[src/rtl/serial_logic_unit_pkg.sv]
// Shared op codes, FSM state encodings and elaboration helpers for serial_logic_unit.
// The optional popcount output is enabled by defining LOGIC_POPCNT_EN.
package serial_logic_unit_pkg;

    typedef enum logic [2:0] {
        LOGIC_AND  = 3'd0,
        LOGIC_OR   = 3'd1,
        LOGIC_XOR  = 3'd2,
        LOGIC_NAND = 3'd3,
        LOGIC_NOR  = 3'd4,
        LOGIC_XNOR = 3'd5,
        LOGIC_NOT  = 3'd6,
        LOGIC_PASS = 3'd7
    } logic_op_e;

    typedef enum logic [1:0] {
        ST_IDLE = 2'd0,
        ST_BUSY = 2'd1,
        ST_DONE = 2'd2
    } state_e;

    // Ceiling log2, used for counter and index widths at elaboration.
    function automatic int clog2(input int value);
        int result;
        int v;
        result = 0;
        v = value - 1;
        while (v > 0) begin
            result++;
            v = v >> 1;
        end
        return result;
    endfunction

endpackage

[src/rtl/serial_logic_unit_slice.sv]
// Combinational evaluation of one SLICE-bit chunk of a bitwise op.
// With LOGIC_POPCNT_EN defined it also reports the popcount of the chunk.
module serial_logic_unit_slice
    import serial_logic_unit_pkg::*;
#(
    parameter int SLICE = 4
)
(
    input  logic_op_e        op_i,
    input  logic [SLICE-1:0] a_i,
    input  logic [SLICE-1:0] b_i,
    output logic [SLICE-1:0] r_o
`ifdef LOGIC_POPCNT_EN
   ,output logic [clog2(SLICE+1)-1:0] pop_o
`endif
);

    always_comb begin
        r_o = '0;
        case (op_i)
            LOGIC_AND:  r_o = a_i & b_i;
            LOGIC_OR:   r_o = a_i | b_i;
            LOGIC_XOR:  r_o = a_i ^ b_i;
            LOGIC_NAND: r_o = ~(a_i & b_i);
            LOGIC_NOR:  r_o = ~(a_i | b_i);
            LOGIC_XNOR: r_o = ~(a_i ^ b_i);
            LOGIC_NOT:  r_o = ~a_i;
            LOGIC_PASS: r_o = a_i;
            default:    r_o = a_i;
        endcase
    end

`ifdef LOGIC_POPCNT_EN
    localparam int POP_W = clog2(SLICE + 1);

    always_comb begin
        pop_o = '0;
        for (int i = 0; i < SLICE; i++) begin
            pop_o = pop_o + POP_W'(r_o[i]);
        end
    end
`endif

endmodule

[src/rtl/serial_logic_unit.sv]
// Multi-cycle bitwise logic unit: evaluates SLICE bits per cycle, LSB first, with zr/ng flags.
// Defining LOGIC_POPCNT_EN adds the cnt_o popcount port and its accumulator.
module serial_logic_unit
    import serial_logic_unit_pkg::*;
#(
    parameter int WIDTH = 16,
    parameter int SLICE = 4
)
(
    input  logic             clk,
    input  logic             rst_n,
    input  logic             in_valid_i,
    output logic             in_ready_o,
    input  logic [WIDTH-1:0] a_i,
    input  logic [WIDTH-1:0] b_i,
    input  logic [2:0]       op_i,
    output logic             out_valid_o,
    input  logic             out_ready_i,
    output logic [WIDTH-1:0] out_o,
    output logic             zr_o,
    output logic             ng_o
`ifdef LOGIC_POPCNT_EN
   ,output logic [clog2(WIDTH+1)-1:0] cnt_o
`endif
);

    localparam int N     = WIDTH / SLICE;
    localparam int IDX_W = (N > 1) ? clog2(N) : 1;
    localparam logic [IDX_W-1:0] LAST_IDX = IDX_W'(N - 1);

    generate
        if ((SLICE < 1) || ((WIDTH % SLICE) != 0)) begin : g_bad_slice
            $error("serial_logic_unit: WIDTH must be a multiple of SLICE");
        end
    endgenerate

    state_e           state_q,    state_d;
    logic [IDX_W-1:0] sliceIdx_q, sliceIdx_d;
    logic [WIDTH-1:0] opA_q,      opA_d;
    logic [WIDTH-1:0] opB_q,      opB_d;
    logic_op_e        op_q,       op_d;
    logic [WIDTH-1:0] result_q,   result_d;
    logic             zr_q,       zr_d;
    logic             ng_q,       ng_d;

    logic [SLICE-1:0] sliceA;
    logic [SLICE-1:0] sliceB;
    logic [SLICE-1:0] sliceR;
    logic [WIDTH-1:0] resultMerged;

    assign sliceA = opA_q[int'(sliceIdx_q) * SLICE +: SLICE];
    assign sliceB = opB_q[int'(sliceIdx_q) * SLICE +: SLICE];

`ifdef LOGIC_POPCNT_EN
    localparam int CNT_W = clog2(WIDTH + 1);
    localparam int POP_W = clog2(SLICE + 1);

    logic [POP_W-1:0] slicePop;
    logic [CNT_W-1:0] cnt_q, cnt_d;
`endif

    serial_logic_unit_slice #(
        .SLICE (SLICE)
    ) u_slice (
        .op_i  (op_q),
        .a_i   (sliceA),
        .b_i   (sliceB),
        .r_o   (sliceR)
`ifdef LOGIC_POPCNT_EN
       ,.pop_o (slicePop)
`endif
    );

    // The flags must see the slice being written this edge, so they come from the merged word.
    always_comb begin
        state_d    = state_q;
        sliceIdx_d = sliceIdx_q;
        opA_d      = opA_q;
        opB_d      = opB_q;
        op_d       = op_q;
        result_d   = result_q;
        zr_d       = zr_q;
        ng_d       = ng_q;

        resultMerged = result_q;
        resultMerged[int'(sliceIdx_q) * SLICE +: SLICE] = sliceR;

        case (state_q)
            ST_IDLE: begin
                if (in_valid_i) begin
                    opA_d      = a_i;
                    opB_d      = b_i;
                    op_d       = logic_op_e'(op_i);
                    result_d   = '0;
                    zr_d       = 1'b0;
                    ng_d       = 1'b0;
                    sliceIdx_d = '0;
                    state_d    = ST_BUSY;
                end
            end
            ST_BUSY: begin
                result_d   = resultMerged;
                sliceIdx_d = sliceIdx_q + 1'b1;
                if (sliceIdx_q == LAST_IDX) begin
                    zr_d       = (resultMerged == '0);
                    ng_d       = resultMerged[WIDTH-1];
                    sliceIdx_d = '0;
                    state_d    = ST_DONE;
                end
            end
            ST_DONE: begin
                if (out_ready_i) begin
                    state_d = ST_IDLE;
                end
            end
            default: begin
                state_d = ST_IDLE;
            end
        endcase
    end

    always_ff @(posedge clk or negedge rst_n) begin
        if (!rst_n) begin
            state_q    <= ST_IDLE;
            sliceIdx_q <= '0;
            opA_q      <= '0;
            opB_q      <= '0;
            op_q       <= LOGIC_AND;
            result_q   <= '0;
            zr_q       <= 1'b0;
            ng_q       <= 1'b0;
        end else begin
            state_q    <= state_d;
            sliceIdx_q <= sliceIdx_d;
            opA_q      <= opA_d;
            opB_q      <= opB_d;
            op_q       <= op_d;
            result_q   <= result_d;
            zr_q       <= zr_d;
            ng_q       <= ng_d;
        end
    end

`ifdef LOGIC_POPCNT_EN
    always_comb begin
        cnt_d = cnt_q;
        if ((state_q == ST_IDLE) && in_valid_i) begin
            cnt_d = '0;
        end else if (state_q == ST_BUSY) begin
            cnt_d = cnt_q + CNT_W'(slicePop);
        end
    end

    always_ff @(posedge clk or negedge rst_n) begin
        if (!rst_n) begin
            cnt_q <= '0;
        end else begin
            cnt_q <= cnt_d;
        end
    end

    assign cnt_o = cnt_q;
`endif

    assign in_ready_o  = (state_q == ST_IDLE);
    assign out_valid_o = (state_q == ST_DONE);
    assign out_o       = result_q;
    assign zr_o        = zr_q;
    assign ng_o        = ng_q;

endmodule
[config.mk]
export PLATFORM = sky130hd
export DESIGN_NAME = serial_logic_unit
export DESIGN_NICKNAME = d
export VERILOG_FILES = /design/src/rtl/serial_logic_unit_pkg.sv /design/src/rtl/serial_logic_unit_slice.sv /design/src/rtl/serial_logic_unit.sv
export SDC_FILE = /design/constraint.sdc
export NUM_CORES = 1
export LEC_CHECK = 0
export ABC_AREA = 1
export BUFFER_PORTS_ARGS = -buffer_cell sky130_fd_sc_hd__buf_2
export CORE_ASPECT_RATIO = 1.5
export CORE_MARGIN = 2
export CORE_UTILIZATION = 58
export CTS_BUF_LIST = sky130_fd_sc_hd__clkbuf_8
export DETAILED_ROUTE_END_ITERATION = 10
export GPL_ROUTABILITY_DRIVEN = 0
export PLACE_DENSITY = 0.83
export SETUP_SLACK_MARGIN = 0.5
export SKIP_LAST_GASP = 1
export SLEW_MARGIN = 30
export SYNTH_ARGS = -nofsm -noshare
export SYNTH_HDL_FRONTEND = slang
export SYNTH_HIERARCHICAL = 1
export SYNTH_SLANG_ARGS = --single-unit
[constraint.sdc]
create_clock -name clk -period 3.5 [get_ports clk]
set_input_delay 0 -clock clk [delete_from_list [all_inputs] [get_ports clk]]
set_output_delay 0 -clock clk [all_outputs]
set_load 0.01 [all_outputs]
==> Word level (Yosys, flattened, before mapping) <==
Index checks and enable logic that the tools add are counted.
{ "totals": {"regBits": 57, "output_inout_bits": 20, "elab_cells": 58} }
{ "classes": {"add_sub_neg": 2, "n_eq_ne": 13, "shifts": 4, "n_mux": 16, "n_bitwise": 7, "n_reduce_logical": 8} }
{ "ops": {"columns": ["operator", "count"], "rows": [
  ["4-bit negation with 33-bit output", 1],
  ["4-bit by 33-bit variable shift with 16-bit output (first input constant)", 1],
  ["4-bit by 33-bit indexed part select with 16-bit output", 1],
  ["16-bit case mux with 2 select lines", 1],
  ["4-bit case mux with 8 select lines", 1],
  ["16-bit by 5-bit indexed part select with 4-bit output", 2],
  ["16-bit bitwise mux", 1],
  ["16-bit logical NOT", 1],
  ["16-bit 2-to-1 mux", 1],
  ["4-bit inverter", 4],
  ["3-bit == test (second input constant)", 4],
  ["2-bit 2-to-1 mux", 5],
  ["3-bit by 2-bit == test with 1-bit output (second input constant)", 2],
  ["2-bit case mux with 3 select lines", 1],
  ["3-bit AND reduction", 2],
  ["4-bit AND", 1],
  ["2-bit == test (second input constant)", 2],
  ["2-bit inequality test (second input constant)", 2],
  ["4-bit bitwise OR", 1],
  ["1-bit case mux with 2 select lines", 2],
  ["2-bit case mux with 2 select lines", 1],
  ["2-bit AND reduction", 2],
  ["4-bit XOR", 1],
  ["3-bit by 1-bit == test with 1-bit output (second input constant)", 1],
  ["other kinds (7)", 9]
]} }

==> Logic depth before layout (Yosys ltp) <==
Gate-level depths: netlist of the first run.
{ "logic_depth": {"ltp_word": 9, "mapped_depth": 20, "ltp_nobuf": 19} }

==> Modules after synthesis <==
The synthesis of the first run kept the hierarchy.
{ "by_module_without_submodules": {"columns": ["module", "n_inst", "cells_each", "area_each_um2", "seq_area_each_um2"], "rows": [
  ["serial_logic_unit", 1, 358, 2802.7, 1426.4],
  ["serial_logic_unit_slice", 1, 96, 524.3, 0.0]
]} }

==> Least setup slack after synthesis of the first run <==
No wires, ideal clock.
{ "synth_path": {"path_type": "register to register", "from": "register sliceIdx_q[0]", "to": "register zr_q (netlist: zr_o)", "arrival_ps": 2463, "t_required_ps": 3435, "path_slack_ps": 972, "path_stages_with_launch": 20, "n_path_buf": 1, "synth_period_minus_slack_ps": 2528, "cell_sequence": "dfrtp_1 inv_2 clkbuf_1 nor2_1 o22ai_1 inv_1 ha_1 nand3_1 nand2_1 nor2_1 nand3_1 nand2_1 inv_1 a21oi_1 nand2_1 nor2_1 nand2_1 nor2_1 nand2_1 nand2_1"} }
{ "synth_between": {"elab_chain_len": 9} }
{ "synth_rtl": {"columns": ["item", "line_no", "source"], "rows": [
  ["start: declaration", "serial_logic_unit.sv:38", "logic [IDX_W-1:0] sliceIdx_q, sliceIdx_d;"],
  ["start signal: assignment", "serial_logic_unit.sv:134", "sliceIdx_q <= sliceIdx_d;"],
  ["16-bit by 5-bit indexed part select with 4-bit output *", "serial_logic_unit.sv:51", "assign sliceA = opA_q[int'(sliceIdx_q) * SLICE +: SLICE];"],
  ["net sliceA[1]", "serial_logic_unit.sv:46", "logic [SLICE-1:0] sliceA;"],
  ["4-bit XOR (tied with other cells)", "serial_logic_unit_slice.sv:23, serial_logic_unit_slice.sv:26", null],
  ["4-bit inverter (on tied branches)", "serial_logic_unit_slice.sv:26, serial_logic_unit_slice.sv:24, serial_logic_unit_slice.sv:25", null],
  ["4-bit case mux with 8 select lines *", "serial_logic_unit_slice.sv:20", "case (op_i)"],
  ["net sliceR[1]", "serial_logic_unit.sv:48", "logic [SLICE-1:0] sliceR;"],
  ["4-bit by 33-bit indexed part select with 16-bit output *", "serial_logic_unit.sv:86", "resultMerged[int'(sliceIdx_q) * SLICE +: SLICE] = sliceR;"],
  ["16-bit bitwise mux *", "serial_logic_unit.sv:86", null],
  ["16-bit logical NOT *", "serial_logic_unit.sv:105", "zr_d = (resultMerged == '0);"],
  ["1-bit 2-to-1 mux *", "serial_logic_unit.sv:104", "if (sliceIdx_q == LAST_IDX) begin"],
  ["1-bit case mux with 2 select lines *", "serial_logic_unit.sv:88", "case (state_q)"],
  ["end signal: assignment", "serial_logic_unit.sv:139", "zr_q <= zr_d;"],
  ["end: declaration", "serial_logic_unit.sv:43", "logic zr_q, zr_d;"]
]} }
Mark *: on every way through the listed nets, which the timed path passes. The rest lies on a longest branch. The select of a mux whose other input is x is not followed.
A chain may end at the register's enable or synchronous reset.

==> Worst setup path after layout of the first run <==
{ "layout_path": {"from": "register sliceIdx_q[1]", "to": "register zr_q (netlist: zr_o)"} }
Same word-level chain as after synthesis.

==> results of run 1 <==
how the worst max path moves through the flow:
stage | from | to | depth (start not counted)
after global routing | sliceIdx_q[0] | zr_o | 19
after floorplan | sliceIdx_q[0] | zr_o | 19
after global placement | sliceIdx_q[1] | zr_o | 18
after CTS | sliceIdx_q[0] | zr_o | 18
after detailed placement | sliceIdx_q[0] | zr_o | 18
final | sliceIdx_q[1] | zr_o | 19
cell usage after synthesis (all sizes together):
cell,count,share of area [%]
nand3,25,3.8
a22o,10,2.6
nand2,182,21
a21oi,3,0.45
dfrtp,57,43
o31ai,1,0.23
a21o,1,0.23
a21boi,1,0.23
clkbuf,1,0.11
buf,17,4.0
nand4,7,1.3
or2,1,0.19
nor3,1,0.30
inv,38,4.4
nand3b,1,0.23
ha,14,5.3
o22ai,11,2.1
nor2,58,7.4
o21ai,24,3.6
clkinv,1,0.11
logic make-up after synthesis:
| logic type | Yosys count |
|---|---|
| AO/OA/AOI/OAI | 51 |
| adder cells (fa/ha/maj) | 14 |
| buffers and inverters | 57 |
| flip-flops | 57 |
| AND/OR/NAND/NOR | 275 |
flip-flops by register name, indices dropped and copies added (netlist names):
register and cells:
op_q 3, sliceIdx_q 2, opA_q 16, ng_o 1
out_o 16, opB_q 16, zr_o 1, state_q 2
layer usage:
metal,GRT usage [%],wire length [um],vias up
met2,50.7,4610,128
li1,-,-,1637
met1,31.8,3190,1527
met3,6.74,414,38
met4,19.9,427,0
met5,0,0,-
stage by stage:
stage | area (sq um) | utilization, % | hold WS, ns | std cells
2_1_floorplan | 3330 | - | -0.296 | 454
3_3_place_gp | 3590 | 65.4 | -0.0465 | 567
3_5_place_dp | 3590 | 65.4 | -0.0420 | 567
4_1_cts | 4190 | 76.3 | 0.122 | 621
5_1_grt | 4220 | 76.8 | 0.178 | 621
6_report | 4220 | 76.8 | 0.121 | 621
power groups by stage:
stage | clock network (mW) | registers, mW | logic, mW
4_1_cts | 0.689 | 1.24 | 1.98
5_1_grt | 0.724 | 1.30 | 2.33
2_1_floorplan | 0 | 1.13 | 1.60
6_report | 0.689 | 1.26 | 2.04
3_5_place_dp | 0 | 1.25 | 1.93
3_3_place_gp | 0 | 1.23 | 1.87
final cells by class:
type	count	share of cell area, %
clock buffers	10	3.26
clock inverters	6	1.96
inverters	39	3.68
multi-input cells	340	38.7
flip-flops and latches	57	33.9
well taps	70	2.08
repair buffers	99	16.4
repair_timing:
action / in CTS / in global routing
endpoints found under the setup margin: 0 / 7
endpoints found under the hold margin: 55 / 0
hold buffers: 38 / 0
resized for setup: 0 / 9
==> qor.txt, run 1 <==
status: finished, final reports clean
Total Wirelength: 8.64 mm
main combinational cell family by area after synthesis: simple AND/OR/NAND/NOR gates
reg-to-reg slack, setup: 0.77 ns
total power: 3.98 mW
Gate Count Post-Synth: 454
# port buffers: 58
sequential share of power: 31.6%
power share of the combinational group: 51.2%
Cell Area, Synth: 0.00333 sq mm
Worst path top cell family by delay: simple AND/OR/NAND/NOR gates
most common cell after layout, fill and taps aside: nand2_1
total clock sinks: 57
post-synthesis sequential area ratio: 42.9%
Reg area: 0.00143 sq mm
fin crit share: 78.0%
Unique masters post-synth: 28
Simple-Gate Fraction of Synth Area: 33.8%
final critical path time including I/O delays and setup: 2.73 ns
DP Worst Slack: 0.669 ns
antenna-violating nets left: 0
vias in the first global route: 3328
DRC viols: 0
vias per std cell: 5.36
post-synthesis register bit count: 57
commonest non-fill, non-tap cells in the layout: 180 x nand2_1, 58 x buf_2, 55 x dfrtp_1
RSZ-0062 raised after global routing: no
WP data arrival: 3.02 ns
CP Class: flip-flop to flip-flop
Final HPWL DP: 5.79 mm
Synth Area in Compound Gates: 9.44%
CTS tree: yes
GRT Residual Overflow: 0
TritonCTS Buffers: 9
share of total power in the clock network: 17.3%
worst reg2reg startpoint: sliceIdx_q[1]
Die X: 65.8 um
first-pass GRT wire length: 14.7 mm
worst setup margin: 0.770 ns
Post-Synth XOR/XNOR Area: 0%
Die H: 96.8 um
worst skew pair latency: 0.35 ns
# diodes: 0
Worst setup EP type: flip-flop
CP Launch Type: flip-flop
P_sw: 1.90 mW
initial core utilization: 60.6%
Least-Margin Pin Slew: 0.618 ns
fraction of layout cells with a size suffix above 1: 17.8%
CP required: 3.79 ns
all-layer global routing usage: 29.8%
Clk pin slew, worst setup/hold paths: 0.07 ns
Pint: 2.09 mW
Slew headroom: 58.8%
Clock Path Buffers: 2
Critical Path Most Common Cell: nand2_1
syn_nets: 507
crit path buf inv count: 3
RR Endpoint: zr_o
Peak supply drop: 0.499 mV
mux cell area share after synthesis: 0%
CTS root buf: clkbuf_8
largest net degree at the start of global routing: 40
area of the multi-input gates: 0.00163 sq mm
# nets final: 599
I/O Pins: 59
Fin. Hold Viols: 0
Finish-stage setup viols: 0
Post CTS Setup Buffer Count: 0
critical path fanouts, max: 12
DR vias: 3330
CP max stage delay: 0.51 ns
maximum clock rate: 366 MHz
Synth Area in Adders: 5.27%
drt pass-1 iters: 5
routed len/inst: 13.9 um
DR iter-0 viols: 293
Min-Delay Path Class: input port to async pin
Layout Area Growth over Synthesis: 26.8%
Fin Setup TNS: 0 ns
slowest stage cell, crit path: dfrtp_2
synth warn: 6
Power Density: 944 mW/mm^2
Mapped Avg Cell Area: 7.33 sq um
worst clock skew: 0.0102 ns
CTS H-tree depth: 3
Final Max Tran Viols: 0
Sw Ratio: 47.6%
CP Cell Sequence: clkinvlp_4 -> o21ai_0 -> o22ai_1 -> inv_1 -> ha_1 -> inv_1 -> nand2_1 -> nand2_1 -> nor2_1 -> nand3_1 -> nand2_1 -> nor2_1 -> nand2_1 -> nand2_1 -> nor2_1 -> nand2_1 -> nor2_1 -> nand2_1 -> nand2_1
Die ar.: 0.00637 sq mm
FP Rows: 33
P_leak: 2.32 nW
initial antenna violation count: 0
Core Region: 0.00549 sq mm
fillers: 378
R2R depth: 19
MaxCap Viol Count: 0
No activity file was read; power rests on OpenSTA's default activity.
==> inputs of run 2 (changes only) <==
- ABC_AREA: 1 -> 0
- CORE_UTILIZATION: 58 -> 57
- clock period: 3.5 -> 2.75 ns (I/O delays scaled with it)
==> run 2 against run 1 <==
Effect of this change: final area shrank 2.3%; critical endpoint unchanged; sequential share of layout area grew 0.75 points; largest power group unchanged; area after synthesis shrank 8.1%.
==> qor.txt, run 2 <==
largest net degree at the start of global routing: 41 (+2.5%)
most frequent cell after synthesis: nand2_1
worst clock skew: 0.00931 ns (-0.000894 ns)
syn_nets: 365 (-28%)
# diodes: 0 (unchanged)
first-pass GRT wire length: 12.8 mm (-13%)
top-area cell type share of the netlist area: 46.7% (+3.8 points)
DRC viols: 0 (unchanged)
FP Rows: 32 (-3.0%)
worst skew pair latency: 0.34 ns (about the same)
ys flop type: dfrtp_1
Synth area leader: dfrtp_1
synth warn: 6 (unchanged)
Final HPWL DP: 4.81 mm (-17%)
post-synthesis register bit count: 57 (unchanged)
CP max stage delay: 0.52 ns (about the same)
DR iter-0 viols: 232 (-21%)
P_leak: 2.13 nW (-8.1%)
Clock Path Buffers: 2 (unchanged)
final critical path time including I/O delays and setup: 2.66 ns (-0.0693 ns)
async set or reset register ratio after synthesis: 100% (unchanged)
Clk pin slew, worst setup/hold paths: 0.07 ns (about the same)
drt pass-1 iters: 4 (-1)
GRT Residual Overflow: 0 (unchanged)
fraction of layout cells with a size suffix above 1: 28.3% (+11 points)
initial antenna violation count: 0 (unchanged)
Cell Area, Synth: 0.00306 sq mm (-8.1%)
final std cells w/o fill: 495 (-20%)
R2R depth: 10 (-9)
Mapped Avg Cell Area: 9.80 sq um (+34%)
CP Depth: 10 (-9)
post-synthesis sequential area ratio: 46.7% (+3.8 points)
Layout Utilization: 79.8% (+3.0 points)
CP Cell Sequence: buf_12 -> buf_4 -> mux4_2 -> ha_2 -> and2b_1 -> o32ai_2 -> a221oi_4 -> nor4_2 -> o2111ai_1 -> o41ai_2
Die ar.: 0.00598 sq mm (-6.2%)
# port buffers: 58 (unchanged)
I/O Pins: 59 (unchanged)
Placed Instance Area: 0.00342 sq mm (-4.9%)
Worst path top cell family by delay: compound AO/OA/AOI/OAI gates
post-route cell area: 0.00412 sq mm (-2.3%)
worst hold stages: 4
# nets final: 475 (-21%)
vias per std cell: 5.61 (+4.7%)
status: finished, final reports clean
CP Launch Type: flip-flop
worst hold path startpoint: in_valid_i
vias in the first global route: 2778 (-17%)
Fin. Hold Viols: 0 (unchanged)
critical path fanouts, max: 9 (-3)
Finish-stage setup viols: 0 (unchanged)
Power Density: 1290 mW/mm^2 (+36%)
all-layer global routing usage: 28.1% (-1.7 points)
Unique masters post-synth: 38 (+36%)
Fin Setup TNS: 0 ns (unchanged)
Peak supply drop: 0.693 mV (+39%)
number of flops mapped to enable cells by yosys: 0 (unchanged)
RSZ-0062 raised after global routing: yes
routed len/inst: 16.2 um (+16%)
CTS root buf: clkbuf_8
Min-Delay Path Class: input port to flip-flop
DP Cell Count: 433 (-24%)
MaxCap Viol Count: 0 (unchanged)
maximum clock rate: 376 MHz (+2.6%)
Post-synth top cells: 115 x nand2_1, 57 x dfrtp_1, 17 x inv_1, 16 x a22o_1, 14 x ha_1
most common cell after layout, fill and taps aside: nand2_1
DR vias: 2778 (-17%)
fin crit share: 96.8% (+19 points)
Total Wirelength: 8.01 mm (-7.3%)
slowest stage cell, crit path: mux4_2
TritonCTS Buffers: 9 (unchanged)
Core Region: 0.00516 sq mm (-5.9%)
CP Class: flip-flop to flip-flop
CP required: 2.99 ns (-0.80 ns)
WP data arrival: 2.90 ns (-0.12 ns)
Slew headroom: 46.6% (-12 points)
CTS tree: yes
total clock sinks: 57 (unchanged)
commonest non-fill, non-tap cells in the layout: 115 x nand2_1, 57 x buf_2, 56 x dfrtp_1
antenna-violating nets left: 0 (unchanged)
Worst setup EP type: flip-flop
Die H: 93.7 um (-3.2%)
Gate Count Post-Synth: 312 (-31%)
fillers: 262 (-31%)
Critical Path Source: sliceIdx_q[0]
Final Max Tran Viols: 0 (unchanged)
crit path buf inv count: 2 (-1)
Least-Margin Pin Slew: 0.801 ns (+0.184 ns)
worst reg2reg startpoint: sliceIdx_q[0]
largest cells by area after synthesis: dfrtp_1 47%, nand2_1 14%, mux4_2 5.9%
Layout Area Growth over Synthesis: 34.9%
initial core utilization: 59.2% (-1.4 points)
Die X: 63.8 um (-3.1%)
CTS H-tree depth: 3 (unchanged)
==> run 2: cell count changes in the layout (fill, tap and decap cells not counted), sizes merged, moves of 14 or more <==
cell,previous run,this run
o21ai,24,6
buf,61,75
nand3,25,4
inv,39,19
nor2,58,6
nand2,182,115
==> run 2: metrics by stage <==
stage               worst slack [ns]  hold WS [ns]  power [mW]
finish                        0.0890         0.156        5.31
global route                 -0.0678         0.185        5.66
CTS                            0.148         0.159        5.00
detailed placement            0.0259         0.155        3.97
global placement               0.127         0.156        3.85
floorplan                      0.167        -0.296        3.37
==> run 2: cell families (layout without fill, tap and decap cells) <==
logic type	count (synthesis)	in the layout	share of synthesized area (%)
compound gates	43	43	11.2
xor+xnor	4	4	1.15
fa+ha+maj	14	14	5.73
buf+inv	30	145	5.81
flops	57	57	46.7
mux	15	15	8.39
simple gates	149	149	21.1
==> run 2: worst paths after layout <==
kind	endpoint	slack, ns
max in group asynchronous	state_q[0]	2.05
worst min-delay path	zr_o	0.16
min in group asynchronous	out_o[0]	0.17
worst min register to register	opA_q[10]	0.47
worst max-delay path	zr_o	0.09
worst max register to register	zr_o	0.09
==> run 2: worst min-delay path: stages <==
cell and delay (ns):
buf_2 0.12, mux2i_1 0.15, o21ai_0 0.13, o41ai_2 0.07
==> run 2: routing by layer <==
metal	vias up	part of all wire (%)	global-route usage (%)
li1	1283	-	-
met1	1325	35	29.9
met2	126	55	51.4
met3	44	5.3	6.00
met4	0	5.0	14.5
met5	-	0	0
==> run 2: layout make-up <==
type	count	area, sq um	area share (%)
clock buffers	12	165	4.00
clock inverters	4	42.5	1.03
inverters	17	63.8	1.55
multi-input cells	225	1540	37.3
flip-flops and latches	57	1430	34.6
well taps	68	85.1	2.06
repair buffers	112	803	19.5
==> run 2: report_power, final <==
group          switching (mW)  internal [mW]  total (mW)
sequential              0.315           1.18        1.50
combinational            1.62           1.39        3.00
clock                   0.324          0.484       0.809
total                    2.26           3.05        5.31
==> run 2: timing repair <==
action	CTS	global route
endpoints found under the hold margin	74	0
setup buffers	3	6
setup endpoints to repair	18	18
pin swaps	3	2
resized for setup	6	3
hold buffers	37	0
==> inputs of run 3 (changes only) <==
- CORE_ASPECT_RATIO: 1.5 -> 1.4
==> run 3 against run 2 <==
Effect of this change: final area up 0.30%; largest power group unchanged; total power up 1.0%; via count is 0.11% higher; setup slack got worse by 0.066 ns; die area about the same; critical endpoint unchanged.
==> qor.txt, run 3 (synthesis gave the netlist of run 2 again) <==
DRC viols: 0 (unchanged)
worst clock skew: 0.0109 ns (+0.00161 ns)
DR vias: 2781 (+0.11%)
Total Wirelength: 8.26 mm (+3.1%)
Placed Instance Area: 0.00341 sq mm (-0.22%)
Die ar.: 0.00597 sq mm (about the same)
largest net degree at the start of global routing: 49 (+20%)
CP Cell Sequence: buf_12 -> mux4_2 -> ha_1 -> and2b_1 -> o32ai_2 -> a221oi_2 -> nor4_2 -> o2111ai_1 -> o41ai_2
Fin. Hold Viols: 0 (unchanged)
DP Worst Slack: 0.0224 ns (-0.00354 ns)
Die H: 90.6 um (-3.2%)
vias per std cell: 5.70 (+1.5%)
post-route cell area: 0.00414 sq mm (+0.30%)
final critical path time including I/O delays and setup: 2.73 ns (+0.0656 ns)
sequential share of power: 28.2% (about the same)
Die X: 65.9 um (+3.3%)
CP Launch Type: flip-flop
CTS H-tree depth: 3 (unchanged)
power share of the combinational group: 56.2% (-0.4 points)
# nets final: 471 (-0.84%)
slowest stage cell, crit path: mux4_2
FP Rows: 31 (-3.1%)
Worst setup EP type: flip-flop
status: finished, final reports clean
CP required: 3.00 ns (about the same)
vias in the first global route: 2992 (+7.7%)
fraction of layout cells with a size suffix above 1: 28.9% (+0.57 points)
initial antenna violation count: 0 (unchanged)
Pint: 3.06 mW (+0.30%)
worst setup margin: 0.0234 ns (-0.0656 ns)
all-layer global routing usage: 29.5% (+1.4 points)
fin crit share: 99.1% (+2.4 points)
RSZ-0062 raised after global routing: yes
Power Density: 1300 mW/mm^2 (+0.70%)
I/O Pins: 59 (unchanged)
Final HPWL DP: 4.72 mm (-1.9%)
share of total power in the clock network: 15.6% (+0.4 points)
fillers: 273 (+4.2%)
GRT Residual Overflow: 0 (unchanged)
P_leak: 2.11 nW (-0.80%)
Layout Utilization: 80.2% (+0.34 points)
most common cell after layout, fill and taps aside: nand2_1
Clk pin slew, worst setup/hold paths: 0.07 ns (about the same)
TritonCTS Buffers: 9 (unchanged)
total clock sinks: 57 (unchanged)
CP Class: flip-flop to flip-flop
Min-Delay Path Class: input port to flip-flop
CP max stage delay: 0.54 ns (+0.02 ns)
reg-to-reg slack, setup: 0.02 ns (-0.07 ns)
Finish-stage setup viols: 0 (unchanged)
drt pass-1 iters: 5 (+1)
Slew headroom: 46.8% (+0.21 points)
Layout Area Growth over Synthesis: 35.3%
DR iter-0 viols: 171 (-26%)
commonest non-fill, non-tap cells in the layout: 115 x nand2_1, 57 x buf_2, 56 x dfrtp_1
Peak supply drop: 0.836 mV (+21%)
Sw Ratio: 42.9% (+0.40 points)
CTS tree: yes
# port buffers: 58 (unchanged)
Final Max Tran Viols: 0 (unchanged)
Core Region: 0.00516 sq mm (-0.12%)
antenna-violating nets left: 0 (unchanged)
initial core utilization: 59.3% (+0.072 points)
Least-Margin Pin Slew: 0.798 ns (-0.00320 ns)
MaxCap Viol Count: 0 (unchanged)
routed len/inst: 16.9 um (+4.6%)
WP data arrival: 2.97 ns (+0.07 ns)
# diodes: 0 (unchanged)
Clock Path Buffers: 2 (unchanged)
critical path fanouts, max: 7 (-2)
P_sw: 2.30 mW (+2.0%)
worst skew pair latency: 0.35 ns (about the same)
first-pass GRT wire length: 13.3 mm (+4.1%)
CTS root buf: clkbuf_8
maximum clock rate: 367 MHz (-2.4%)
run 3: metrics by stage:
stage	power, mW	setup TNS, ns	hold slack, ns	std cells
2_1_floorplan	3.37	0	-0.296	312
3_3_place_gp	3.85	0	0.191	430
3_5_place_dp	3.96	0	0.0497	430
4_1_cts	5.15	0	0.149	488
5_1_grt	5.68	-0.115	0.203	488
6_report	5.36	0	0.157	488
run 3: repair_timing:
action                                 in CTS  in global routing
endpoints found under the hold margin      83                  0
buffers inserted                            6                  0
pin swaps                                   3                  4
hold buffers                               37                  0
gates resized for setup                    12                  4
setup endpoints to repair                  18                 18
run 3: critical path: cells and delay by family (launching register included):
family	cells	cell delay (ns)
AO/OA/AOI/OAI	4	0.80
AND/OR/NAND/NOR	2	0.52
multiplexers	1	0.54
buffers and inverters	1	0.14
flip-flops	1	0.39
adder cells (fa/ha/maj)	1	0.24
run 3: final cells by class:
class	count	area (sq um)	share of cell area (%)
Multi-Input combinational cell	225	1570	38.0
Timing Repair Buffer	108	777	18.8
Tap cell	66	82.6	2.00
Clock buffer	13	179	4.33
Sequential cell	57	1430	34.5
Clock inverter	2	35.0	0.847
Inverter	17	63.8	1.54
run 3: path summary, 6_finish.rpt:
path	startpoint	cells past startpoint	endpoint
worst min register to register	opB_q[14]	2	opB_q[14]
worst max register to register	sliceIdx_q[0]	9	zr_o
worst min-delay path	in_valid_i	4	zr_o
min in group asynchronous	rst_n	2	op_q[2]
max in group asynchronous	rst_n	3	opA_q[15]
worst max-delay path	sliceIdx_q[0]	9	zr_o
run 3: per-layer routing:
metal  up-vias  share of wire (%)  track usage (%)
li1       1277                  -                -
met1      1353                 36             30.6
met2       117                 55             54.2
met3        34                4.6             6.61
met4         0                4.3             13.9
met5         -                  0                0
run 3: power groups by stage:
stage / Sequential [mW] / Clock [mW] / Combinational (mW)
floorplan: 1.41 / 0 / 1.97
global placement: 1.50 / 0 / 2.36
detailed placement: 1.52 / 0 / 2.45
CTS: 1.48 / 0.840 / 2.83
global route: 1.54 / 0.870 / 3.27
finish: 1.51 / 0.837 / 3.02
